### config.mk
export PLATFORM = sky130hd
export DESIGN_NAME = ps2_key_tracker
export DESIGN_NICKNAME = d
export VERILOG_FILES = /design/src/rtl/ps2_key_tracker.sv
export SDC_FILE = /design/constraint.sdc
export NUM_CORES = 1
export LEC_CHECK = 0
export CAP_MARGIN = 20
export CORE_MARGIN = 2
export CORE_UTILIZATION = 58
export CTS_CLUSTER_DIAMETER = 80
export CTS_CLUSTER_SIZE = 20
export DETAILED_ROUTE_END_ITERATION = 6
export PLACE_DENSITY = 0.86
export SYNTH_ARGS = -nofsm -noshare
export SYNTH_HDL_FRONTEND = slang
export SYNTH_SLANG_ARGS = --single-unit
### constraint.sdc
create_clock -name clk -period 3.2 [get_ports clk]
set_clock_uncertainty 0.15 [all_clocks]
set_input_delay 0.32 -clock clk [delete_from_list [all_inputs] [get_ports clk]]
set_output_delay 0.32 -clock clk [all_outputs]
set_load 0.01 [all_outputs]
### src/rtl/ps2_key_tracker.sv
// PS/2 set-2 key tracker: make/break/extended decoding, typematic
// suppression, BCD press counter and registered seven-segment drive.
module ps2_key_tracker #(
    parameter int COUNT_DIGITS   = 2,
    parameter int TIMEOUT_CYCLES = 1000000,
    parameter bit SEG_ACTIVE_LOW = 1
) (
    input  logic                      clk,
    input  logic                      resetn,
    input  logic                      in_valid,
    input  logic [7:0]                in_data,
    output logic                      key_held,
    output logic                      key_ext,
    output logic [7:0]                key_code,
    output logic [7:0]                key_ascii,
    output logic [4*COUNT_DIGITS-1:0] press_count,
    output logic [15:0]               seg_code,
    output logic [15:0]               seg_ascii,
    output logic [8*COUNT_DIGITS-1:0] seg_count
);

    localparam int CW = 4 * COUNT_DIGITS;
    localparam int TW = $clog2(TIMEOUT_CYCLES);
    localparam logic [TW-1:0] TLAST = TW'(TIMEOUT_CYCLES - 1);
    localparam logic [7:0] POL = SEG_ACTIVE_LOW ? 8'h00 : 8'hff;
    localparam logic [7:0] BLANK = 8'hff ^ POL;

    typedef enum logic [1:0] {IDLE, BRK, EXT, EXT_BRK} state_t;

    state_t        state;
    logic [TW-1:0] timer;

    logic brk_state;
    logic ext_state;
    logic same_key;
    logic make_now;
    logic release_now;

    function automatic logic [7:0] hex_seg(input logic [3:0] n);
        logic [7:0] s;
        unique case (n)
            4'h0: s = 8'hc0;
            4'h1: s = 8'hf9;
            4'h2: s = 8'ha4;
            4'h3: s = 8'hb0;
            4'h4: s = 8'h99;
            4'h5: s = 8'h92;
            4'h6: s = 8'h82;
            4'h7: s = 8'hf8;
            4'h8: s = 8'h80;
            4'h9: s = 8'h90;
            4'ha: s = 8'h88;
            4'hb: s = 8'h83;
            4'hc: s = 8'hc6;
            4'hd: s = 8'ha1;
            4'he: s = 8'h86;
            4'hf: s = 8'h8e;
        endcase
        return s ^ POL;
    endfunction

    function automatic logic [7:0] ascii_of(input logic [7:0] c);
        logic [7:0] a;
        case (c)
            8'h16:   a = 8'h31;
            8'h1e:   a = 8'h32;
            8'h26:   a = 8'h33;
            8'h25:   a = 8'h34;
            8'h2e:   a = 8'h35;
            8'h36:   a = 8'h36;
            8'h3d:   a = 8'h37;
            8'h3e:   a = 8'h38;
            8'h46:   a = 8'h39;
            8'h45:   a = 8'h30;
            8'h29:   a = 8'h20;
            default: a = 8'hff;
        endcase
        return a;
    endfunction

    function automatic logic [CW-1:0] bcd_inc(input logic [CW-1:0] v);
        logic [CW-1:0] r;
        logic          c;
        r = v;
        c = 1'b1;
        for (int i = 0; i < COUNT_DIGITS; i++) begin
            if (c) begin
                if (r[4*i +: 4] == 4'd9) begin
                    r[4*i +: 4] = 4'd0;
                end else begin
                    r[4*i +: 4] = r[4*i +: 4] + 4'd1;
                    c = 1'b0;
                end
            end
        end
        return r;
    endfunction

    // A break compares against the held key using the same {ext, code} match
    // that detects typematic repeats on a make.
    always_comb begin
        brk_state   = (state == BRK) || (state == EXT_BRK);
        ext_state   = (state == EXT) || (state == EXT_BRK);
        same_key    = key_held && ({ext_state, in_data} == {key_ext, key_code});
        make_now    = in_valid && !brk_state &&
                      (in_data != 8'hf0) && (in_data != 8'he0);
        release_now = in_valid && brk_state && same_key;
    end

    always_ff @(posedge clk or negedge resetn) begin
        if (!resetn) begin
            state       <= IDLE;
            timer       <= '0;
            key_held    <= 1'b0;
            key_ext     <= 1'b0;
            key_code    <= 8'h00;
            key_ascii   <= 8'hff;
            press_count <= '0;
        end else begin
            if (in_valid) begin
                timer <= '0;
                unique case (state)
                    IDLE, EXT: begin
                        if (in_data == 8'hf0)
                            state <= (state == EXT) ? EXT_BRK : BRK;
                        else if (in_data == 8'he0)
                            state <= EXT;
                        else
                            state <= IDLE;
                    end
                    BRK, EXT_BRK: state <= IDLE;
                endcase
            end else if (state == IDLE) begin
                timer <= '0;
            end else if (timer == TLAST) begin
                state <= IDLE;
                timer <= '0;
            end else begin
                timer <= timer + 1'b1;
            end

            if (make_now && !same_key) begin
                key_held    <= 1'b1;
                key_code    <= in_data;
                key_ext     <= ext_state;
                key_ascii   <= ext_state ? 8'hff : ascii_of(in_data);
                press_count <= bcd_inc(press_count);
            end
            if (release_now)
                key_held <= 1'b0;
        end
    end

    always_ff @(posedge clk or negedge resetn) begin
        if (!resetn) begin
            seg_code  <= {BLANK, BLANK};
            seg_ascii <= {BLANK, BLANK};
            seg_count <= {COUNT_DIGITS{hex_seg(4'd0)}};
        end else begin
            seg_code <= key_held ?
                {hex_seg(key_code[7:4]), hex_seg(key_code[3:0])} :
                {BLANK, BLANK};
            seg_ascii <= (key_held && key_ascii != 8'hff) ?
                {hex_seg(key_ascii[7:4]), hex_seg(key_ascii[3:0])} :
                {BLANK, BLANK};
            for (int i = 0; i < COUNT_DIGITS; i++)
                seg_count[8*i +: 8] <= hex_seg(press_count[4*i +: 4]);
        end
    end

endmodule
==> insert_results.sql, run 1 <==
INSERT INTO impl_metrics (metric_group, metric, value, unit) VALUES
('floorplan', 'die_w', '96.67', 'um'),
('grt', 'grt-ovfl-total', '0', ''),
('drt', 'post_dr_wirelength_cell', '15.00', 'um'),
('logic_synthesis', 'netlist.top_cell.by_area', 'dfrtp_1', ''),
('setup_path', 'arrival', '2.60', 'ns'),
('floorplan', 'fp-row-count', '33', ''),
('drt', 'drc', '0', ''),
('grt', 'initial_antenna_violation_count', '0', ''),
('grt', 'grt_first_pass_wirelength', '17390', 'um'),
('cts', 'cts_buffers', '9', ''),
('cts', 'cts_tree', 'done', ''),
('setup_path', 'path_max_fanout', '11', ''),
('cells_and_area', 'layout-area-overhead-vs-synth', '20.35', '%'),
('floorplan', 'dieHeight', '96.67', 'um'),
('timing', 'finalMaxSlewViolations', '0', ''),
('timing', 'setup_viol', '0', ''),
('timing', 'min_period', '2.496', 'ns'),
('timing', 'worst-slew-pin-transition', '0.6811', 'ns'),
('job', 'drv.max_cap_violation_count', '0', ''),
('power', 'combPwrFrac', '0.347', ''),
('setup_path', 'setup.worst_path.end_class', 'flip-flop', ''),
('cts', 'clockRootBuffer', 'clkbuf_8', ''),
('logic_synthesis', 'syn_inst', '511', ''),
('drt', 'detail_route.iter0.violations', '188', ''),
('cells_and_area', 'drive_above_1_share', '0.1293', ''),
('timing', 'rsz0062_at_grt', 'no', ''),
('logic_synthesis', 'synth-main-ff-cell', 'dfrtp_1', ''),
('logic_synthesis', 'synth_edf_count', '0', ''),
('cts', 'worstSkewPairLatency', '0.36', 'ns'),
('timing', 'max_freq', '0.4007', 'GHz'),
('cts', 'clkSinkCount', '88', ''),
('placed_design', 'port_buffers', '77', ''),
('power', 'ir_worst_vdd', '0.4689', 'mV'),
('floorplan', 'die-area', '0.009345', 'sq mm'),
('power', 'p_int', '0.002427', 'W'),
('drt', 'postRouteWirelength', '10270', 'um'),
('cells_and_area', 'antenna_cells_inserted', '0', ''),
('drt', 'drtPass1Iterations', '5', ''),
('status', 'outcome', 'complete, no violations', ''),
('timing', 'min_period_over_period', '0.7799', ''),
('logic_synthesis', 'yosys_warnings', '0', ''),
('floorplan', 'coreArea', '0.008258', 'sq mm'),
('power', 'p_sw_frac', '0.3390', ''),
('floorplan', 'io_pins', '85', ''),
('cts', 'post_cts.repair.setup_buffers', '0', ''),
('timing', 'final-hold-violation-count', '0', ''),
('placed_design', 'place_hpwl', '7166', 'um'),
('grt', 'grt_max_degree', '89', ''),
('cells_and_area', 'fin_cells', '685', ''),
('setup_path', 'cp-start-kind', 'flip-flop', ''),
('worst_hold_path', 'min-delay-path-class', 'input port to asynchronous set/reset pin', ''),
('drt', 'avgViaCountPerCell', '5.642', ''),
('power', 'powerDensity', '612.5', 'mW/mm^2'),
('cts', 'h-tree-depth', '3', ''),
('power', 'power_frac_clock', '0.218', ''),
('grt', 'first_global_vias', '3569', ''),
('logic_synthesis', 'synth_cell_types', '60', ''),
('setup_path', 'setup.worst_path.class', 'flip-flop to flip-flop', ''),
('cts', 'cts.path.max_buffers', '2', ''),
('logic_synthesis', 'post-synth-top-area-fraction', '0.2612', ''),
('cts', 'cts.clk_slew.worst_paths', '0.09', 'ns'),
('power', 'net-switching-power', '0.001245', 'W'),
('logic_synthesis', 'syn_area_per_cell', '9.748', 'sq um'),
('timing', 'timing.max_slew.rel_slack', '0.5429', ''),
('setup_path', 'worst-r2r-cell-count', '6', ''),
('drt', 'detail-route-antenna-nets', '0', ''),
('timing', 'tns', '0', 'ns'),
('placed_design', 'dp.cells', '667', ''),
('logic_synthesis', 'synth.most_common_cell', 'nand2_1', ''),
('cells_and_area', 'design.final.nets', '617', ''),
('placed_design', 'routabilityCongestion', '0.8849', ''),
('floorplan', 'effective_utilization_at_floorplan', '0.6032', ''),
('power', 'power_frac_seq', '0.436', ''),
('power', 'p_leak', '2.493', 'nW'),
('grt', 'global_route.usage.total', '0.2231', ''),
('logic_synthesis', 'most_instantiated_cells_after_synthesis', 'nand2_1, dfrtp_1, nor2_1, dfstp_2, ha_1', ''),
('drt', 'dr_total_vias', '3865', ''),
('logic_synthesis', 'synth_async_sr_flop_share', '1.000', ''),
('logic_synthesis', 'synth_top_cells_by_area', 'dfrtp_1, dfstp_2, ha_1', ''),
('logic_synthesis', 'synth_seq_area_share', '0.4511', ''),
('setup_path', 'worst-endpoint-required', '3.31', 'ns'),
('logic_synthesis', 'ys_ff_latch', '88', ''),
('logic_synthesis', 'synthesis.area', '0.004981', 'sq mm');
==> layout by cell type (no fill, tap or decap), types with 3 or more instances in the layout <==
| cell type | n |
|---|---|
| clkdlybuf4s50_1 | 76 |
| nand2_1 | 53 |
| dfrtp_1 | 52 |
| nor2_1 | 48 |
| dfstp_2 | 36 |
| ha_1 | 31 |
| inv_1 | 27 |
| xnor2_1 | 26 |
| o21ai_0 | 23 |
| nand3_1 | 19 |
| o211ai_1 | 18 |
| a21oi_1 | 16 |
| nand2b_1 | 13 |
| mux2i_1 | 12 |
| clkbuf_8 | 10 |
| o21ai_1 | 8 |
| buf_4 | 8 |
| nor2b_1 | 7 |
| conb_1 | 7 |
| o21a_1 | 5 |
| nor4_1 | 5 |
| nand4_1 | 5 |
| nor3_1 | 5 |
| and3_1 | 4 |
| nand3b_1 | 3 |
| a31oi_1 | 3 |
| mux4_2 | 3 |
| nor3b_1 | 3 |
| a22o_1 | 3 |
| and2_1 | 3 |
| xor2_1 | 3 |
==> path summary, 6_finish.rpt <==
path                                          start                      to  slack, ns
worst min register to register   timer[0]$_DFF_PN0_      timer[0]$_DFF_PN0_       0.32
worst max register to register  timer[13]$_DFF_PN0_      timer[5]$_DFF_PN0_       0.70
worst min-delay path                         resetn     timer[16]$_DFF_PN0_       0.24
min in group clk                 timer[0]$_DFF_PN0_      timer[0]$_DFF_PN0_       0.32
max in group asynchronous                    resetn  seg_count[6]$_DFF_PN1_       2.01
worst max-delay path            timer[13]$_DFF_PN0_      timer[5]$_DFF_PN0_       0.70
==> cell type report <==
| cell class | count | area [sq um] |
|---|---|---|
| Tap cell | 105 | 131.4 |
| Sequential cell | 88 | 2247 |
| Fill cell | 603 | 2263 |
| Clock buffer | 10 | 137.6 |
| Multi-Input combinational cell | 363 | 2451 |
| Timing Repair Buffer | 86 | 858.3 |
| Inverter | 27 | 101.3 |
| Clock inverter | 6 | 67.56 |
==> critical path: stages (launching register included) <==
cell and delay (ns):
dfrtp_1 0.45, or4b_1 0.53, nor4_1 0.30, a21oi_1 0.19, o21ai_1 0.41, buf_4 0.30
nor2_1 0.07
==> state kept, by name, summed over array words and instances, names as in the netlist <==
| register | count |
|---|---|
| press_count | 8 |
| seg_ascii | 14 |
| key_ascii | 6 |
| state | 2 |
| timer | 20 |
| key_held | 1 |
| seg_code | 14 |
| seg_count | 14 |
| key_ext | 1 |
| key_code | 8 |
==> power groups by stage <==
stage | combinational [W] | clock (W) | sequential [W]
after floorplan | 0.000740 | 0 | 0.00158
after global placement | 0.00123 | 0 | 0.00161
after detailed placement | 0.00127 | 0 | 0.00162
after CTS | 0.00128 | 0.000817 | 0.00160
after global routing | 0.00139 | 0.000869 | 0.00164
final | 0.00127 | 0.000799 | 0.00160
==> logic make-up (layout without fill, tap and decap cells) <==
logic type / count (synthesis) / after routing / synth area share
AND/OR/NAND/NOR: 182 / 182 / 0.1841
AO/OA/AOI/OAI: 96 / 96 / 0.1294
flip-flops: 88 / 88 / 0.4511
buffers and inverters: 66 / 129 / 0.06129
adder cells (fa/ha/maj): 31 / 31 / 0.07787
XOR/XNOR: 29 / 29 / 0.05099
multiplexers: 18 / 18 / 0.04446
other: 1 / 7 / 0.0007529
==> timing repair <==
action,4_1_cts,5_1_grt
gates resized for setup,0,0
endpoints found under the setup margin,0,0
hold endpoints to repair,0,21
hold buffers,0,1
==> metal layers <==
layer | GRT usage | share of wire | up-vias
li1 | - | - | 1869
met1 | 0.3153 | 0.44 | 1871
met2 | 0.3520 | 0.49 | 114
met3 | 0.04480 | 0.058 | 11
met4 | 0.06392 | 0.012 | 0
met5 | 0 | 0 | -
==> through the flow <==
stage	utilization	hold WS, ns	power, W	area (sq um)	setup WS (ns)
floorplan	-	-0.1256	0.002325	5004	1.223
global placement	0.6965	0.2849	0.002837	5752	0.5131
detailed placement	0.6965	0.3016	0.002884	5752	0.4287
CTS	0.7214	0.02951	0.003693	5957	0.6925
global route	0.7259	0.2591	0.003896	5995	0.5632
finish	0.7259	0.2412	0.003671	5995	0.7042
(Power assumes the default switching activity.)
==> run 2: changes to the inputs <==
- CORE_UTILIZATION: 58 -> 48
- PLACE_DENSITY: 0.86 -> 0.76
- clock period: 3.2 -> 2.2 ns (I/O delays scaled with it)
==> run 2 against run 1 <==
  * Wire length rose by 4.8%
  * Largest power group unchanged
  * First-iteration DRC count rose by 18%
  * Sequential power rose by 38%
  * Final cell count rose by 9.8%
  * Setup slack got worse by 0.58 ns
  * Total power rose by 46%
  * Sequential share of layout area fell by 1.8 points
  * Design area rose by 5.0%
  * Critical path depth fell by 5
  * Critical endpoint is now press_count[7]
  * Utilization fell by 11 points
  * Combinational power rose by 63%
  * Count of clock-buffer cells in the layout fell by 1
==> insert_results.sql, run 2 (synthesized netlist as in run 1, its figures left out) <==
INSERT INTO impl_metrics (metric_group, metric, value, unit) VALUES
('cts', 'cts_buffers', '9', ''),
('grt', 'grt_first_pass_wirelength', '18410', 'um'),
('cells_and_area', 'largest_register_ffs', '20', ''),
('cells_and_area', 'layout-area-overhead-vs-synth', '26.35', '%'),
('cells_and_area', 'drive_above_1_share', '0.1818', ''),
('timing', 'setup_viol', '0', ''),
('setup_path', 'regToRegEndpoint', 'timer[17]$_DFF_PN0_', ''),
('cts', 'cts_tree', 'done', ''),
('grt', 'initial_antenna_violation_count', '0', ''),
('placed_design', 'dp.cells', '735', ''),
('cells_and_area', 'design.final.nets', '653', ''),
('cts', 'cts.clk_slew.worst_paths', '0.09', 'ns'),
('timing', 'rsz0062_at_grt', 'no', ''),
('power', 'p_leak', '2.666', 'nW'),
('cts', 'h-tree-depth', '3', ''),
('setup_path', 'arrival', '1.71', 'ns'),
('drt', 'drtPass1Iterations', '5', ''),
('setup_path', 'worstReg2RegStart', 'timer[13]$_DFF_PN0_', ''),
('grt', 'first_global_vias', '4015', ''),
('drt', 'dr_total_vias', '3986', ''),
('placed_design', 'routabilityCongestion', '0.8759', ''),
('drt', 'wl_met1', '4832', 'um'),
('timing', 'worst-slew-pin-transition', '0.5424', 'ns'),
('timing', 'final.setup.worst_slack', '0.1223', 'ns'),
('floorplan', 'coreArea', '0.01018', 'sq mm'),
('floorplan', 'die_w', '105.9', 'um'),
('setup_path', 'worst-endpoint-required', '1.83', 'ns'),
('cts', 'worstSkewPairLatency', '0.37', 'ns'),
('cts', 'clockRootBuffer', 'clkbuf_8', ''),
('setup_path', 'critPathBufInv', '1', ''),
('drt', 'postRouteWirelength', '10770', 'um'),
('setup_path', 'setup.worst_path.class', 'flip-flop to primary output', ''),
('drt', 'detailroute.wirelength.met3', '538', 'um'),
('cts', 'cts.path.max_buffers', '2', ''),
('setup_path', 'critPathSlowestCell', 'dfrtp_1', ''),
('cells_and_area', 'regMostFlops', 'timer', ''),
('cts', 'clkSinkCount', '88', ''),
('grt', 'global_route.usage.total', '0.2032', ''),
('worst_hold_path', 'min-delay-path-class', 'input port to asynchronous set/reset pin', ''),
('floorplan', 'effective_utilization_at_floorplan', '0.4891', ''),
('job', 'drv.max_cap_violation_count', '0', ''),
('status', 'outcome', 'complete, no violations', ''),
('drt', 'post_dr_wirelength_cell', '14.32', 'um'),
('floorplan', 'dieHeight', '105.9', 'um'),
('timing', 'timing.max_slew.rel_slack', '0.6384', ''),
('setup_path', 'setup.worst_path.end_class', 'primary output', ''),
('power', 'powerDensity', '851.7', 'mW/mm^2'),
('placed_design', 'port_buffers', '77', ''),
('timing', 'min_period', '2.078', 'ns'),
('placed_design', 'place_hpwl', '7893', 'um'),
('drt', 'maxUsedRoutingLayer', 'met4', ''),
('power', 'ir_worst_vdd', '0.6199', 'mV'),
('setup_path', 'cp-start-kind', 'flip-flop', ''),
('drt', 'met2_layer_wire_length_in_the_routed_design', '5212', 'um'),
('drt', 'drc', '0', ''),
('drt', 'detail_route.iter0.violations', '221', ''),
('setup_path', 'path_max_fanout', '17', ''),
('grt', 'grt_max_degree', '40', ''),
('cells_and_area', 'utilization', '0.6179', ''),
('placed_design', 'detailedPlace.worstSlack', '-0.2166', 'ns'),
('cells_and_area', 'fin_cells', '752', ''),
('floorplan', 'io_pins', '85', ''),
('drt', 'avgViaCountPerCell', '5.301', ''),
('setup_path', 'timing.critical_path.cells', 'clkdlybuf4s50_1', ''),
('setup_path', 'cpPeakStageDelay', '0.69', 'ns'),
('cells_and_area', 'final_cell_mix', 'clkdlybuf4s50_1, nand2_1, dfrtp_1, nor2_1, buf_4', ''),
('setup_path', 'worst_path_dominant_cell_family', 'flip-flops', ''),
('timing', 'final-hold-violation-count', '0', ''),
('drt', 'detail-route-antenna-nets', '0', ''),
('cells_and_area', 'layout_commonest_cell', 'clkdlybuf4s50_1', ''),
('grt', 'grt-ovfl-total', '0', ''),
('setup_path', 'rrSetupSlack', '0.17', 'ns'),
('timing', 'min_period_over_period', '0.9444', ''),
('timing', 'fin_worst_hold_slack', '0.1516', 'ns'),
('timing', 'max_freq', '0.4813', 'GHz'),
('floorplan', 'fp-row-count', '37', ''),
('setup_path', 'worst-r2r-cell-count', '6', ''),
('floorplan', 'die-area', '0.01121', 'sq mm'),
('timing', 'finalMaxSlewViolations', '0', ''),
('cells_and_area', 'antenna_cells_inserted', '0', '');
run 2: cell count changes in the layout (fill, tap and decap cells not counted), sizes merged:
cell      change
clkbuf        -1
clkinvlp      -1
inv           +3
bufinv        -1
buf          +36
run 2: routing by layer:
layer / vias up / global-route usage
met2: 98 / 0.3318
met5: - / 0
met3: 19 / 0.05875
li1: 1929 / -
met4: 0 / 0.06861
met1: 1940 / 0.2594
run 2: layout make-up:
| cell class | count | area [sq um] |
|---|---|---|
| Fill cell | 846 | 3891 |
| Timing Repair Buffer | 122 | 1134 |
| Multi-Input combinational cell | 363 | 2455 |
| Sequential cell | 88 | 2247 |
| Tap cell | 136 | 170.2 |
| Inverter | 27 | 101.3 |
| Clock buffer | 9 | 123.9 |
| Clock inverter | 7 | 62.56 |
run 2: worst max-delay path by stage:
| stage | startpoint | slack [ns] | cells after the start | endpoint |
|---|---|---|---|---|
| global route | press_count[7]$_DFFE_PN0P_ | 0.04 | 1 | press_count[7] |
| detailed placement | in_data[3] | -0.22 | 7 | key_ascii[0]$_DFFE_PN1P_ |
| global placement | in_data[3] | -0.13 | 7 | key_ascii[0]$_DFFE_PN1P_ |
| CTS | press_count[7]$_DFFE_PN0P_ | 0.1 | 1 | press_count[7] |
| finish | press_count[7]$_DFFE_PN0P_ | 0.12 | 1 | press_count[7] |
| floorplan | key_code[2]$_DFFE_PN0P_ | 0.22 | 6 | press_count[6]$_DFFE_PN0P_ |
run 2: stage by stage:
stage | instance area (sq um) | setup TNS [ns] | power [W]
after floorplan | 5004 | 0 | 0.003382
after global placement | 6093 | -0.6710 | 0.004258
after detailed placement | 6093 | -1.297 | 0.004309
after CTS | 6290 | 0 | 0.005416
after global routing | 6294 | 0 | 0.005709
final | 6294 | 0 | 0.005360
run 2: power by group:
part	leakage (nW)	internal, W	switching (W)
logic	1.52	0.00109	0.000987
clock network	0.0927	0.000434	0.000639
registers	1.05	0.00197	0.000242
total	2.67	0.00349	0.00187
run 2: timing repair:
item | 4_1_cts | 5_1_grt
endpoints found under the setup margin | 0 | 1
setup buffers | 0 | 0
resized for setup | 0 | 1
endpoints found under the hold margin | 56 | 0
hold buffers | 1 | 0
==> run 3: changes to the inputs <==
- CORE_UTILIZATION: 48 -> 54
- PLACE_DENSITY: 0.76 -> 0.81
- clock period: 2.2 -> 2 ns (I/O delays scaled with it)
==> run 3 against run 2 <==
  * Wire length up 7.7%
  * Combinational power up 15%
  * Setup slack lost 0.069 ns
  * Clock power is 9% higher
  * Critical path depth grew 4
  * Register-to-register slack worse by 0.12 ns
  * Largest cell class unchanged
  * Via count increased by 5.2%
  * Largest power group unchanged
  * Total power is 11% higher
  * Highest routed layer unchanged
==> insert_results.sql, run 3 (synthesized netlist as in run 1, its figures left out) <==
INSERT INTO impl_metrics (metric_group, metric, value, unit) VALUES
('grt', 'grt_max_degree', '46', ''),
('placed_design', 'dp.cells', '723', ''),
('placed_design', 'routabilityCongestion', '0.9016', ''),
('worst_hold_path', 'min-delay-path-class', 'input port to flip-flop', ''),
('timing', 'rsz0062_at_grt', 'yes', ''),
('drt', 'postRouteWirelength', '11600', 'um'),
('cts', 'cts.path.max_buffers', '2', ''),
('power', 'p_leak', '2.777', 'nW'),
('drt', 'post_dr_wirelength_cell', '15.57', 'um'),
('status', 'outcome', 'complete, no violations', ''),
('setup_path', 'path_max_fanout', '4', ''),
('worst_hold_path', 'min-delay-start', 'in_data[3]', ''),
('setup_path', 'regToRegEndpoint', 'press_count[2]$_DFFE_PN0P_', ''),
('timing', 'min_period_over_period', '0.9736', ''),
('floorplan', 'die_w', '100.0', 'um'),
('cts', 'cts_buffers', '9', ''),
('timing', 'min_period', '1.947', 'ns'),
('cts', 'cts_tree', 'done', ''),
('setup_path', 'worst-endpoint-required', '2.10', 'ns'),
('placed_design', 'port_buffers', '77', ''),
('setup_path', 'cp-start-kind', 'flip-flop', ''),
('drt', 'detail_route.iter0.violations', '204', ''),
('drt', 'dr_total_vias', '4193', ''),
('job', 'drv.max_cap_violation_count', '0', ''),
('floorplan', 'effective_utilization_at_floorplan', '0.5468', ''),
('cells_and_area', 'final_cell_mix', 'clkdlybuf4s50_1, buf_4, nand2_1, dfrtp_1, nor2_1', ''),
('timing', 'max_freq', '0.5136', 'GHz'),
('cts', 'cts.clk_slew.worst_paths', '0.09', 'ns'),
('timing', 'setup_viol', '0', ''),
('timing', 'finalMaxSlewViolations', '0', ''),
('floorplan', 'coreArea', '0.009109', 'sq mm'),
('setup_path', 'worstReg2RegStart', 'key_code[5]$_DFFE_PN0P_', ''),
('cells_and_area', 'regMostFlops', 'timer', ''),
('worst_hold_path', 'number_of_instances_on_the_worst_hold_path', '3', ''),
('power', 'ir_worst_vdd', '0.9093', 'mV'),
('timing', 'final-hold-violation-count', '0', ''),
('cells_and_area', 'antenna_cells_inserted', '0', ''),
('cells_and_area', 'utilization', '0.7062', ''),
('cts', 'h-tree-depth', '3', ''),
('floorplan', 'io_pins', '85', ''),
('cts', 'clkSinkCount', '88', ''),
('cells_and_area', 'layout-area-overhead-vs-synth', '29.14', '%'),
('drt', 'drtPass1Iterations', '7', ''),
('setup_path', 'setup.worst_path.class', 'flip-flop to flip-flop', ''),
('drt', 'detail-route-antenna-nets', '0', ''),
('grt', 'initial_antenna_violation_count', '0', ''),
('cells_and_area', 'design.final.nets', '671', ''),
('floorplan', 'fp-row-count', '35', ''),
('grt', 'grt-ovfl-total', '0', ''),
('cells_and_area', 'drive_above_1_share', '0.2114', ''),
('worst_hold_path', 'min_to', 'key_code[3]$_DFFE_PN0P_', ''),
('cts', 'clockRootBuffer', 'clkbuf_8', ''),
('power', 'powerDensity', '927.1', 'mW/mm^2'),
('floorplan', 'dieHeight', '100.0', 'um'),
('floorplan', 'die-area', '0.01001', 'sq mm'),
('drt', 'drc', '0', ''),
('cells_and_area', 'layout_commonest_cell', 'clkdlybuf4s50_1', ''),
('drt', 'avgViaCountPerCell', '5.628', ''),
('setup_path', 'rrSetupSlack', '0.05', 'ns'),
('grt', 'first_global_vias', '4050', ''),
('cells_and_area', 'fin_cells', '745', ''),
('setup_path', 'arrival', '2.05', 'ns'),
('cells_and_area', 'largest_register_ffs', '20', ''),
('setup_path', 'worst-r2r-cell-count', '5', ''),
('placed_design', 'place_hpwl', '8166', 'um'),
('grt', 'grt_first_pass_wirelength', '19130', 'um'),
('cts', 'worstSkewPairLatency', '0.37', 'ns'),
('grt', 'global_route.usage.total', '0.2389', ''),
('setup_path', 'setup.worst_path.end_class', 'flip-flop', '');
[run 3: cell count changes in the layout (fill, tap and decap cells not counted), moves of 2 or more]
cell and change:
inv_6 -3, buf_6 +2, clkbuf_1 +2, buf_4 +16, clkdlybuf4s50_1 -3, clkbuf_8 +2, dlymetal6s2s_1 +3
[run 3: where the power goes]
group | switching (W) | internal [W] | leakage (nW)
logic | 0.00115 | 0.00124 | 1.63
clock network | 0.000639 | 0.000528 | 0.0938
registers | 0.000237 | 0.00217 | 1.05
total | 0.00202 | 0.00394 | 2.78
[run 3: final cells by class]
cell class                      instances  area [sq um]
Clock buffer                           13         158.9
Inverter                               27         101.3
Multi-Input combinational cell        363          2490
Tap cell                              111         138.9
Clock inverter                          3         26.28
Sequential cell                        88          2248
Timing Repair Buffer                  140          1269
Fill cell                             676          2676
[run 3: timing repair]
action	CTS	global route
gates cloned	0	2
endpoints found under the hold margin	71	0
pin swaps	0	4
setup endpoints to repair	2	28
setup buffers	1	2
hold buffers	1	0
resized for setup	1	14
[run 3: worst max path at each step]
stage	startpoint	endpoint	slack, ns	cells past startpoint
2_1_floorplan	key_code[2]$_DFFE_PN0P_	press_count[6]$_DFFE_PN0P_	0.02	6
3_3_place_gp	in_data[5]	key_ascii[0]$_DFFE_PN1P_	-0.26	8
3_5_place_dp	in_data[5]	key_ascii[1]$_DFFE_PN1P_	-0.31	8
4_1_cts	timer[12]$_DFF_PN0_	timer[5]$_DFF_PN0_	0.03	6
5_1_grt	timer[11]$_DFF_PN0_	timer[5]$_DFF_PN0_	-0.05	6
6_report	key_code[5]$_DFFE_PN0P_	press_count[2]$_DFFE_PN0P_	0.05	5
[run 3: metal layers]
layer | vias to the layer above | share of wire | track usage
met4 | 0 | 0.016 | 0.07798
li1 | 1968 | - | -
met5 | - | 0 | 0
met3 | 18 | 0.053 | 0.06198
met1 | 2085 | 0.42 | 0.3118
met2 | 122 | 0.51 | 0.3919
[run 3: worst max-delay path, stage by stage, from the launching register on]
cell and delay, ns:
dfrtp_1 0.42, xnor2_1 0.21, nand4_1 0.22, o31a_4 0.41
nand2_1 0.08, mux2_1 0.33
[run 3: per-stage QoR]
stage / total power, W / setup TNS (ns) / setup WS, ns / instance area [sq um] / hold WS (ns)
floorplan: 0.003720 / 0 / 0.02265 / 5004 / -0.2456
global placement: 0.004720 / -3.620 / -0.2590 / 6147 / -0.007967
detailed placement: 0.004797 / -4.696 / -0.3115 / 6147 / -0.005014
CTS: 0.005982 / 0 / 0.02537 / 6351 / 0.1473
global route: 0.006323 / -0.4308 / -0.04626 / 6432 / 0.04545
finish: 0.005963 / 0 / 0.05290 / 6432 / 0.03839
